`src/rtl/reaction_game_core.sv`:
```
// Reaction-time game core: randomised delay, GO window timing, winner arbitration and history.
// Optional macro FOUL_LOCKOUT_EN turns a hit during the delay into a FOUL ending the run.
`timescale 1ns/1ps
module reaction_game_core #(
  parameter int unsigned NUM_PLAYERS = 2,
  parameter int unsigned SCORE_W     = 13,
  parameter int unsigned HIST_DEPTH  = 8,
  parameter int unsigned TICK_DIV    = 50000
) (
  input  logic                          Clock,
  input  logic                          CLRN,
  input  logic                          buttonStart,
  input  logic [NUM_PLAYERS-1:0]        buttonHit,
  output logic                          GreenLed,
  output logic                          RedLed,
  output logic [2:0]                    state,
  output logic [2:0]                    winner,
  output logic                          winnerValid,
  output logic [SCORE_W-1:0]            score,
  output logic [SCORE_W-1:0]            bestScore,
  output logic [3:0]                    runCount,
  input  logic [$clog2(HIST_DEPTH)-1:0] histSel,
  output logic [SCORE_W-1:0]            histData
);

  localparam logic [2:0] StIdle   = 3'd0;
  localparam logic [2:0] StDelay  = 3'd1;
  localparam logic [2:0] StGo     = 3'd2;
  localparam logic [2:0] StResult = 3'd3;
  localparam logic [2:0] StFoul   = 3'd4;

  localparam int unsigned TickW = (TICK_DIV > 1) ? $clog2(TICK_DIV) : 1;
  localparam logic [SCORE_W-1:0] ScoreMax = {SCORE_W{1'b1}};
  localparam logic [15:0] LfsrSeed = 16'hACE1;

  logic [TickW-1:0]       tickCntQ;
  logic                   tick;
  logic [15:0]            lfsrQ;
  logic                   startPrevQ;
  logic [NUM_PLAYERS-1:0] hitPrevQ;
  logic                   startEdge;
  logic [NUM_PLAYERS-1:0] hitEdge;
  logic [2:0]             firstHit;
  logic                   foulHit;

  logic [2:0]             stateQ, stateD;
  logic [10:0]            targetQ, targetD;
  logic [10:0]            delayCntQ, delayCntD;
  logic [10:0]            delayCntInc;
  logic [SCORE_W-1:0]     scoreQ, scoreD;
  logic [SCORE_W-1:0]     scoreInc;
  logic [2:0]             winnerQ, winnerD;
  logic                   validQ, validD;
  logic                   finish;

  logic [SCORE_W-1:0]     bestQ;
  logic [3:0]             runCntQ;
  logic [SCORE_W-1:0]     histQ [HIST_DEPTH];

  // Free-running timebase, LFSR and input edge detectors.
  assign tick = (tickCntQ == TickW'(TICK_DIV - 1));

  always_ff @(posedge Clock or negedge CLRN) begin
    if (!CLRN) begin
      tickCntQ   <= '0;
      lfsrQ      <= LfsrSeed;
      startPrevQ <= 1'b0;
      hitPrevQ   <= '0;
    end else begin
      tickCntQ   <= tick ? '0 : tickCntQ + 1'b1;
      // Taps 0,2,3,5 of the right-shifting form realise x^16+x^14+x^13+x^11+1.
      lfsrQ      <= {lfsrQ[0] ^ lfsrQ[2] ^ lfsrQ[3] ^ lfsrQ[5], lfsrQ[15:1]};
      startPrevQ <= buttonStart;
      hitPrevQ   <= buttonHit;
    end
  end

  assign startEdge = buttonStart & ~startPrevQ;
  assign hitEdge   = buttonHit & ~hitPrevQ;

  always_comb begin
    firstHit = 3'd0;
    for (int i = int'(NUM_PLAYERS) - 1; i >= 0; i--) begin
      if (hitEdge[i]) firstHit = 3'(i);
    end
  end

`ifdef FOUL_LOCKOUT_EN
  assign foulHit = |hitEdge;
  assign RedLed  = (stateQ == StFoul);
`else
  assign foulHit = 1'b0;
  assign RedLed  = 1'b0;
`endif

  assign delayCntInc = delayCntQ + 11'd1;
  assign scoreInc    = scoreQ + 1'b1;

  always_comb begin
    stateD    = stateQ;
    targetD   = targetQ;
    delayCntD = delayCntQ;
    scoreD    = scoreQ;
    winnerD   = winnerQ;
    validD    = validQ;
    finish    = 1'b0;
    case (stateQ)
      StIdle, StResult, StFoul: begin
        if (startEdge) begin
          stateD    = StDelay;
          targetD   = 11'd1000 + {1'b0, lfsrQ[9:0]};
          delayCntD = '0;
          winnerD   = '0;
          validD    = 1'b0;
        end
      end
      StDelay: begin
        if (foulHit) begin
          stateD  = StFoul;
          winnerD = firstHit;
          validD  = 1'b1;
        end else if (tick) begin
          if (delayCntInc == targetQ) begin
            stateD = StGo;
            scoreD = '0;
          end else begin
            delayCntD = delayCntInc;
          end
        end
      end
      StGo: begin
        // A hit freezes the score even if a tick lands in the same cycle.
        if (|hitEdge) begin
          stateD  = StResult;
          winnerD = firstHit;
          validD  = 1'b1;
          finish  = 1'b1;
        end else if (tick) begin
          scoreD = scoreInc;
          if (scoreInc == ScoreMax) begin
            stateD  = StResult;
            winnerD = '0;
            validD  = 1'b0;
            finish  = 1'b1;
          end
        end
      end
      default: stateD = StIdle;
    endcase
  end

  always_ff @(posedge Clock or negedge CLRN) begin
    if (!CLRN) begin
      stateQ    <= StIdle;
      targetQ   <= '0;
      delayCntQ <= '0;
      scoreQ    <= '0;
      winnerQ   <= '0;
      validQ    <= 1'b0;
    end else begin
      stateQ    <= stateD;
      targetQ   <= targetD;
      delayCntQ <= delayCntD;
      scoreQ    <= scoreD;
      winnerQ   <= winnerD;
      validQ    <= validD;
    end
  end

  // Completed-run bookkeeping: history shift register, run counter, best score.
  always_ff @(posedge Clock or negedge CLRN) begin
    if (!CLRN) begin
      bestQ   <= ScoreMax;
      runCntQ <= '0;
      for (int i = 0; i < int'(HIST_DEPTH); i++) histQ[i] <= ScoreMax;
    end else if (finish) begin
      histQ[0] <= scoreD;
      for (int i = 1; i < int'(HIST_DEPTH); i++) histQ[i] <= histQ[i-1];
      if (runCntQ != 4'hF) runCntQ <= runCntQ + 4'd1;
      if (validD && (scoreD < bestQ)) bestQ <= scoreD;
    end
  end

  assign GreenLed    = (stateQ == StGo);
  assign state       = stateQ;
  assign winner      = winnerQ;
  assign winnerValid = validQ;
  assign score       = scoreQ;
  assign bestScore   = bestQ;
  assign runCount    = runCntQ;
  assign histData    = histQ[histSel];

endmodule
```
`config.mk`:
```
export PLATFORM = sky130hd
export DESIGN_NAME = reaction_game_core
export DESIGN_NICKNAME = d
export VERILOG_FILES = /design/src/rtl/reaction_game_core.sv
export SDC_FILE = /design/constraint.sdc
export NUM_CORES = 1
export LEC_CHECK = 0
export CORE_UTILIZATION = 35
export CTS_CLUSTER_DIAMETER = 150
export CTS_CLUSTER_SIZE = 24
export DETAILED_ROUTE_END_ITERATION = 8
export GPL_TIMING_DRIVEN = 0
export MAX_ROUTING_LAYER = met4
export PLACE_DENSITY = 0.53
export SLEW_MARGIN = 20
export SYNTH_ARGS = -nofsm -noshare
export SYNTH_HDL_FRONTEND = slang
export SYNTH_SLANG_ARGS = --single-unit
```
`constraint.sdc`:
```
create_clock -name Clock -period 4.3 [get_ports Clock]
set_input_delay 0.43 -clock Clock [delete_from_list [all_inputs] [get_ports Clock]]
set_output_delay 0.43 -clock Clock [all_outputs]
set_load 0.01 [all_outputs]
```
==> flow_metrics.py <==
metrics = {
    "outcome": {
        "status": "complete, no violations",
    },
    "clock_tree": {
        "clock_latency_ps": 450,
        "clock_path_buffers": 2,
        "clockRootBuffer": "clkbuf_16",
        "cts_tree": "yes",
        "path_clk_slew_ps": 80,
        "cts_buffers": 17,
        "clock_sinks": 195,
        "cts_max_level": 4,
    },
    "yosys": {
        "syn_area_sq_mm": 0.00974,
        "ys_warn_count": 0,
        "dominantRegCellSynth": "dfstp_2",
        "avgSynthCellArea_sq_um": 12.8,
        "synth_edf_count": 0,
        "synth_cell_types": 67,
        "ys_seq_area_share_pct": 51.7,
        "synth-seq-cells": 195,
        "async_reset_ff_share_pct": 100,
        "synthCells": 759,
    },
    "sta": {
        "whs_ps": 354,
        "maxSlewHeadroom_pct": 36.4,
        "rsz0062_at_grt": "true",
        "setup_viol": 0,
        "maxSlewViolCount": 0,
        "worst_pin_slew_ps": 955,
        "timing.final.ws_setup_ps": 54.4,
        "fin_skew_ps": 12.9,
        "period_minus_slack_ps": 4250,
        "clock.fmax_mhz": 236,
        "period_share_pct": 98.7,
        "finalHoldViolCount": 0,
    },
    "critical_path": {
        "endpoint": "bestScore[7]$_DFFE_PN1P_",
        "path_class": "flip-flop to flip-flop",
        "reg2reg_from": "delayCntQ[4]$_DFFE_PN0P_",
        "worst_r2r_endpoint": "bestScore[7]$_DFFE_PN1P_",
        "crit_fanout": 8,
        "arrival_ps": 4620,
        "r2r.worst_path.cells": 18,
        "start_kind": "flip-flop",
        "rrSetupSlack_ps": 50,
        "setup.worst_path.start": "delayCntQ[4]$_DFFE_PN0P_",
        "end_kind": "flip-flop",
        "required_ps": 4680,
    },
    "min_path": {
        "hold_depth": 0,
        "hp-class": "flip-flop to flip-flop",
    },
    "global_routing": {
        "grt_pass1_wl_microns": 36800,
        "grt_antenna_before_repair": 0,
        "grt_use_met2_pct": 26.7,
        "grt_most_used_layer": "met2",
        "grt_use_met3_pct": 3.32,
        "grt_pass1_vias": 6483,
        "grt_max_degree": 84,
        "grtUsageTotal_pct": 17.1,
        "use_met1_pct": 22.7,
        "gr-total-overflow": 0,
    },
    "finish": {
        "layout_commonest_cell": "dfstp_2",
        "syn_to_final_growth_pct": 23.3,
        "finalNetCount": 888,
        "fin_cells": 1244,
        "antennaDiodeCount": 0,
        "most-common-layout-cells": "dfstp_2, mux2_2, dfrtp_1",
        "drive_gt1_share_pct": 47.0,
    },
    "detailed_routing": {
        "drtPass1Iterations": 5,
        "vias": 6271,
        "wl_per_cell_microns": 18.4,
        "routed_wl_microns": 22800,
        "vias_per_cell": 5.04,
        "drt_iter0_markers": 393,
        "drcViolationCount": 0,
        "ant_nets": 0,
    },
    "die": {
        "die_area_sq_mm": 0.0285,
        "rows": 60,
        "ios": 60,
        "chipHeight_microns": 169,
        "die_x_microns": 169,
        "initial_core_util_pct": 35.9,
        "floorplan.core_area_sq_mm": 0.0271,
    },
    "power": {
        "p_per_area_mw_per_mm2": 511,
        "vdd_drop_max_uv": 293,
        "p_total_mw": 6.14,
        "power.leakage_nw": 4.86,
    },
    "placement": {
        "dp.cells": 1189,
        "portBuffers": 53,
        "hpwlAfterDp_microns": 15500,
        "place.gp.congestion": 0.883,
        "post-place-ws_ps": -961,
    },
    "run": {
        "drv_cap": 0,
    },
}
## cell families after synthesis
kind of cell	after synthesis	synth area share (%)
other	1	0.0385
multiplexers	165	22.4
XOR/XNOR	38	3.56
flip-flops	195	51.7
buffers and inverters	69	3.01
AO/OA/AOI/OAI	103	7.54
adder cells (fa/ha/maj)	21	2.70
AND/OR/NAND/NOR	167	9.04
## metal layers
metal | vias to the layer above | part of all wire, %
met5 | - | 0
met4 | 0 | 0.92
met3 | 15 | 3.4
met2 | 96 | 48
met1 | 3196 | 48
li1 | 2964 | -
## metrics by stage
step,cell area [sq um],TNS [ps],util [%]
final,12000,0,44.3
after global routing,12000,-1300,44.3
after CTS,11800,0,43.6
after detailed placement,10800,-11830,39.9
after global placement,10700,-754740,39.7
after floorplan,9750,0,-
## synthesized netlist by cell type (all sizes together) (10+ instances only)
library cell | n | area share, %
o21ai | 31 | 1.6
buf | 16 | 0.96
ha | 21 | 2.7
xnor2 | 22 | 2.0
o31ai | 10 | 0.77
nand2 | 47 | 1.8
inv | 31 | 1.2
nor2 | 29 | 1.1
a211oi | 10 | 0.90
dfrtp | 70 | 18
mux4 | 26 | 6.0
clkbuf | 22 | 0.85
mux2 | 136 | 16
nand3 | 20 | 1.0
xor2 | 15 | 1.3
dfstp | 125 | 34
## state kept, by name (all words and copies together), names as in the netlist
register	count
state	2
delayCntQ	11
winner	1
targetQ	11
winnerValid	1
startPrevQ	1
lfsrQ	16
score	13
bestScore	13
runCount	4
tickCntQ	16
histQ	104
hitPrevQ	2
## power by group
| group | total, mW | internal (mW) | switching, mW |
|---|---|---|---|
| combinational | 1.83 | 0.905 | 0.924 |
| sequential | 2.59 | 2.33 | 0.260 |
| clock | 1.72 | 0.900 | 0.821 |
## final cells by class
type | instances | area (sq um)
clock buffer | 17 | 425
inverter | 31 | 116
clock inverter | 15 | 204
timing repair buffer | 82 | 815
sequential | 195 | 5040
buffer | 34 | 190
multi-input combinational | 498 | 4760
fill | 2500 | 15100
tap | 372 | 465
## timing repair
| item | in CTS | in global routing |
|---|---|---|
| hold buffers | 1 | 0 |
| gates resized for setup | 47 | 27 |
| pin swaps | 13 | 19 |
| endpoints found under the hold margin | 10 | 0 |
| cloned | 1 | 0 |
| buffers inserted | 19 | 6 |
| endpoints found under the setup margin | 13 | 13 |
## critical path, cell delays in order, from the launching register on
cell and delay, ps:
dfrtp_1 350, buf_6 120, nand4_1 160, buf_6 190
or3_4 390, a211oi_4 300, or2_4 170, a41o_1 240
buf_6 180, o22ai_4 110, ha_4 250, a21o_1 150
a21o_1 180, a2111oi_4 360, o211ai_1 230, a211oi_4 210
buf_6 160, buf_8 130, mux2_4 300
## worst min path at each step
stage / start / end / slack, ps
final: lfsrQ[14]$_DFF_PN0_ / lfsrQ[13]$_DFF_PN1_ / 350
after global routing: lfsrQ[12]$_DFF_PN0_ / lfsrQ[11]$_DFF_PN1_ / 370
after CTS: lfsrQ[14]$_DFF_PN0_ / lfsrQ[13]$_DFF_PN1_ / 360
after detailed placement: lfsrQ[12]$_DFF_PN0_ / lfsrQ[11]$_DFF_PN1_ / 340
after global placement: lfsrQ[14]$_DFF_PN0_ / lfsrQ[13]$_DFF_PN1_ / 340
after floorplan: CLRN / delayCntQ[0]$_DFFE_PN0P_ / 130
(Power assumes the default switching activity.)
==> variant 1 (same settings) <==
The option `FOUL_LOCKOUT_EN` is turned on by a define.
--- a/src/rtl/reaction_game_core.sv
+++ b/src/rtl/reaction_game_core.sv
@@ -2,4 +2,6 @@
 // Optional macro FOUL_LOCKOUT_EN turns a hit during the delay into a FOUL ending the run.
 `timescale 1ns/1ps
+`define FOUL_LOCKOUT_EN
+
 module reaction_game_core #(
   parameter int unsigned NUM_PLAYERS = 2,
Function: changed (a bounded check fails within 4 cycles, from zero or initial values).
==> variant 1 against the original RTL <==
  * Area after synthesis fell by 0.73%
  * Setup slack improved by 0.064 ns
  * Cell area fell by 1.5%
  * Worst hold slack improved by 0.0021 ns
  * Count of clock-buffer cells in the layout did not move
  * Non-clock buffer count rose by 9
  * Sequential cell count rose by 1
  * Largest cell class unchanged
  * Routed wire length fell by 4.6%
Power is not compared: it rests on default switching activity, and its combinational part moved more than twofold at a synthesized area within 25%.
==> variant 1: results <==
[status]
status = "finished, final reports clean"

[routing]
met1Wirelength_mm = 11.18
wl_met3_um = 435
postRouteAntennaNets = 0
routedWlPerCell_um = 17.83
drt_iter0_drc = 343
vias = 6285
wl_met2_mm = 9.937

[placed_design]
hpwl_mm = 14.71
dpl_worst_slack_ns = -1.056
numPortBuffers = 55
place_congestion = 0.8169
dpl_cell_area_um2 = 10720
dp.cells = 1162

[final_layout]
nets = 893
final_layout_size_suffix_gt1_share_pct = 47.95
fillers = 2511

[synthesis]
synth_cell_types = 66
ys.flop_type = "dfstp_2"
synth_area_per_cell_um2 = 12.67
yosys.area_share.xor_xnor_pct = 3.442
synth_fa_ha_area_share_pct = 2.329
synth_compound_gate_area_share_pct = 7.233
synthMuxAreaShare_pct = 21.65
synth_common_cells = "mux2_2 (133), dfstp_2 (125), dfrtp_1 (71)"
synth_area_leaders = "dfstp_2 (34%), dfrtp_1 (18%), mux2_2 (15%)"
async_flop_share_pct = 100.0

[worst_setup_path]
slowest_delay_ns = 0.56
reg2reg_from = "delayCntQ[0]"
r2r-end = "bestScore[8]"

[grt]
globalRouteMet3Util_pct = 2.492
grt_first_pass_wirelength_mm = 35.18
grt_max_degree = 81
grt_pass1_vias = 6242
use_met1_pct = 23.19
use_met2_pct = 24.73

[timing]
maxSlewHeadroom_pct = 37.48
finalClockSkew_ns = 0.02050
hold_ws_ns = 0.3560

[power_and_ir_drop]
power_mw = 4.036

[clock_tree]
ctsResizeCount = 31
cts_setup_buffers = 20

[hold_path]
whs_path_depth = 0
==> variant 1: area by class of cell <==
cell class	count	area, um2	area share, %
Sequential cell	196	5064	42.79
Multi-Input combinational cell	509	4563	38.56
Timing Repair Buffer	87	853.3	7.211
Tap cell	341	426.7	3.605
Clock buffer	17	425.4	3.595
Buffer	38	230.2	1.945
Clock inverter	15	201.4	1.702
Inverter	18	70.07	0.5921
==> variant 1: worst reg2reg max path, stage by stage, from the launching register on <==
cell and delay, ns:
dfrtp_1 0.39, ha_1 0.21, buf_6 0.14, and2_4 0.17
xnor2_2 0.15, o2111ai_1 0.12, o31a_1 0.15, or4_4 0.56
nor3_4 0.19, buf_6 0.15, o21ai_4 0.07, ha_4 0.22
a21o_1 0.15, a21o_1 0.18, a2111oi_4 0.34, o21a_1 0.20
nand4_1 0.10, nand2_2 0.15, clkbuf_16 0.18, mux2_4 0.30
==> variant 2 (config.mk and constraints unchanged) <==
Without the edit above. Put one more register stage on the output `runCount`. The value now appears one clock later. The other outputs are not delayed to match.
--- a/src/rtl/reaction_game_core.sv
+++ b/src/rtl/reaction_game_core.sv
@@ -188,5 +188,7 @@
   assign score       = scoreQ;
   assign bestScore   = bestQ;
-  assign runCount    = runCntQ;
+  always_ff @(posedge Clock) begin
+    runCount <= runCntQ;
+  end
   assign histData    = histQ[histSel];
 
Function: same outputs for any inputs over 10 cycles, from zero or initial values; that may be too few to reach the edited logic, so the function may still have changed.
==> variant 2 against the original RTL <==
  * Critical endpoint is now bestScore[12]
  * Power decreased by 14%
  * Largest cell class unchanged
  * Critical path type unchanged
  * Utilization decreased by 0.50 points
  * Cell area decreased by 1.1%
  * Sequential share of layout area increased by 1.1 points
  * Routed wire length decreased by 1.6%
  * Area after synthesis about the same
  * Setup slack improved by 0.063 ns
  * Sequential cell count increased by 4
==> variant 2: results <==
[synthesis]
synth_area_leaders = "dfstp_2 (34%), dfrtp_1 (18%), nand2_1 (12%)"
yosysSeqAreaShare_pct = 52.50
synth.most_common_cell = "nand2_1"
synth_common_cells = "nand2_1 (321), dfstp_2 (125), dfrtp_1 (70)"
async_flop_share_pct = 97.99
synth_cell_types = 62

[placed_design]
place_congestion = 0.8506
hpwl_mm = 15.51
numPortBuffers = 53
dpl_worst_slack_ns = -0.8154

[worst_setup_path]
r2r_setup_slack_ns = 0.12
cp.arrival_ns = 4.54
path_max_fanout = 8

[power_and_ir_drop]
leakagePower_nw = 5.257
peakVddDrop_uv = 189.6

[routing]
wl_met2_mm = 10.12
routed_via_density = 4.903
met1Wirelength_mm = 11.28
first_pass_iters = 4
drt_iter0_drc = 395
top_layer_used = "met4"
routedWlPerCell_um = 15.76
wl_met3_um = 768

[grt]
grt_first_pass_wirelength_mm = 37.09
grt_max_degree = 88
globalRouteMet3Util_pct = 2.712
use_met1_pct = 23.88
use_met2_pct = 25.30
track_usage_pct = 17.01
antenna_found_initial = 0
grt_pass1_vias = 6956

[final_layout]
final_layout_size_suffix_gt1_share_pct = 30.46
nets = 1070
antenna_cells = 0

[status]
status = "finished, final reports clean"

[clock_tree]
cts_made_buffers = 17
insertion_delay_ns = 0.44
cts_root_buf = "clkbuf_16"
path_clk_slew_ns = 0.08

[timing]
finalClockSkew_ns = 0.02017
fin_crit_ns = 4.182
hold_ws_ns = 0.3549
maxSlewHeadroom_pct = 42.13

[hold_path]
min_path_type = "register to register"
## variant 2: cell types whose count changed after synthesis, sizes merged, moves of 4 or more
cell and change:
mux2 -91, buf +5, or3 -5, nor3 +7, dfxtp +4, inv -7
nand2 +274, nand2b -5, a2111oi -6, o31ai -8, a211oi -4, a21oi +8
## variant 2: per-stage QoR
step | cells | setup TNS (ns) | utilization, % | power (mW) | area [um2]
after floorplan | 944 | 0 | - | 3.041 | 9756
final | 1426 | 0 | 43.82 | 5.263 | 11880
after global routing | 1426 | -0.6260 | 43.82 | 5.557 | 11880
after detailed placement | 1371 | -9.931 | 39.89 | 3.472 | 10810
after global placement | 1369 | -790.58 | 39.67 | 3.452 | 10750
after CTS | 1418 | 0 | 42.96 | 5.271 | 11640
## variant 2: layout make-up
cell class	count	area (um2)
well taps	372	465.4
multi-input cells	676	4568
flip-flops and latches	199	5117
fillers	2623	15230
plain buffers	45	235.2
repair buffers	78	783.3
clock buffers	19	464.2
inverters	24	90.09
clock inverters	13	151.4
## variant 2: timing repair
action / CTS / global route
buffers inserted: 13 / 7
gates cloned: 1 / 1
endpoints found under the setup margin: 13 / 13
resized for setup: 29 / 37
pin swaps: 11 / 23
hold endpoints to repair: 20 / 0
hold buffers: 1 / 0
## variant 2: critical path, cell delays in order, from the launching register on
cell and delay [ns]:
dfrtp_1 0.36, buf_2 0.17, xor3_1 0.36, nor3_2 0.18, o211ai_1 0.15, nor4b_2 0.27, buf_4 0.18, a41oi_4 0.15
buf_8 0.18, buf_4 0.13, a22o_4 0.28, ha_4 0.28, nand4_1 0.10, or2_2 0.34, nor2_2 0.11, a21boi_2 0.18
a211oi_2 0.06, nand3_4 0.16, clkbuf_16 0.17, mux2_4 0.29
## variant 2: cell families (layout without fill, tap and decap cells)
logic type | count (synthesis) | in the layout | synth area share [%]
AND/OR/NAND/NOR | 442 | 442 | 19.86
adder cells (fa/ha/maj) | 21 | 21 | 2.696
AO/OA/AOI/OAI | 93 | 93 | 5.958
flip-flops | 199 | 199 | 52.50
other | 1 | 4 | 0.03848
XOR/XNOR | 40 | 40 | 3.749
buffers and inverters | 69 | 179 | 3.082
multiplexers | 76 | 76 | 12.11
## variant 2: worst paths after layout
check,start,to,depth (start not counted)
worst min-delay path,lfsrQ[14],lfsrQ[13],0
worst max register to register,delayCntQ[2],bestScore[12],19
worst max-delay path,delayCntQ[2],bestScore[12],19
worst min register to register,lfsrQ[14],lfsrQ[13],0
max in group asynchronous,CLRN,histQ[65],3
min in group asynchronous,CLRN,targetQ[7],2
## variant 2: power breakdown
| part | switching [mW] | total [mW] | internal (mW) |
|---|---|---|---|
| Sequential | 0.152 | 2.31 | 2.15 |
| Clock | 0.787 | 1.67 | 0.884 |
| Combinational | 0.754 | 1.29 | 0.532 |
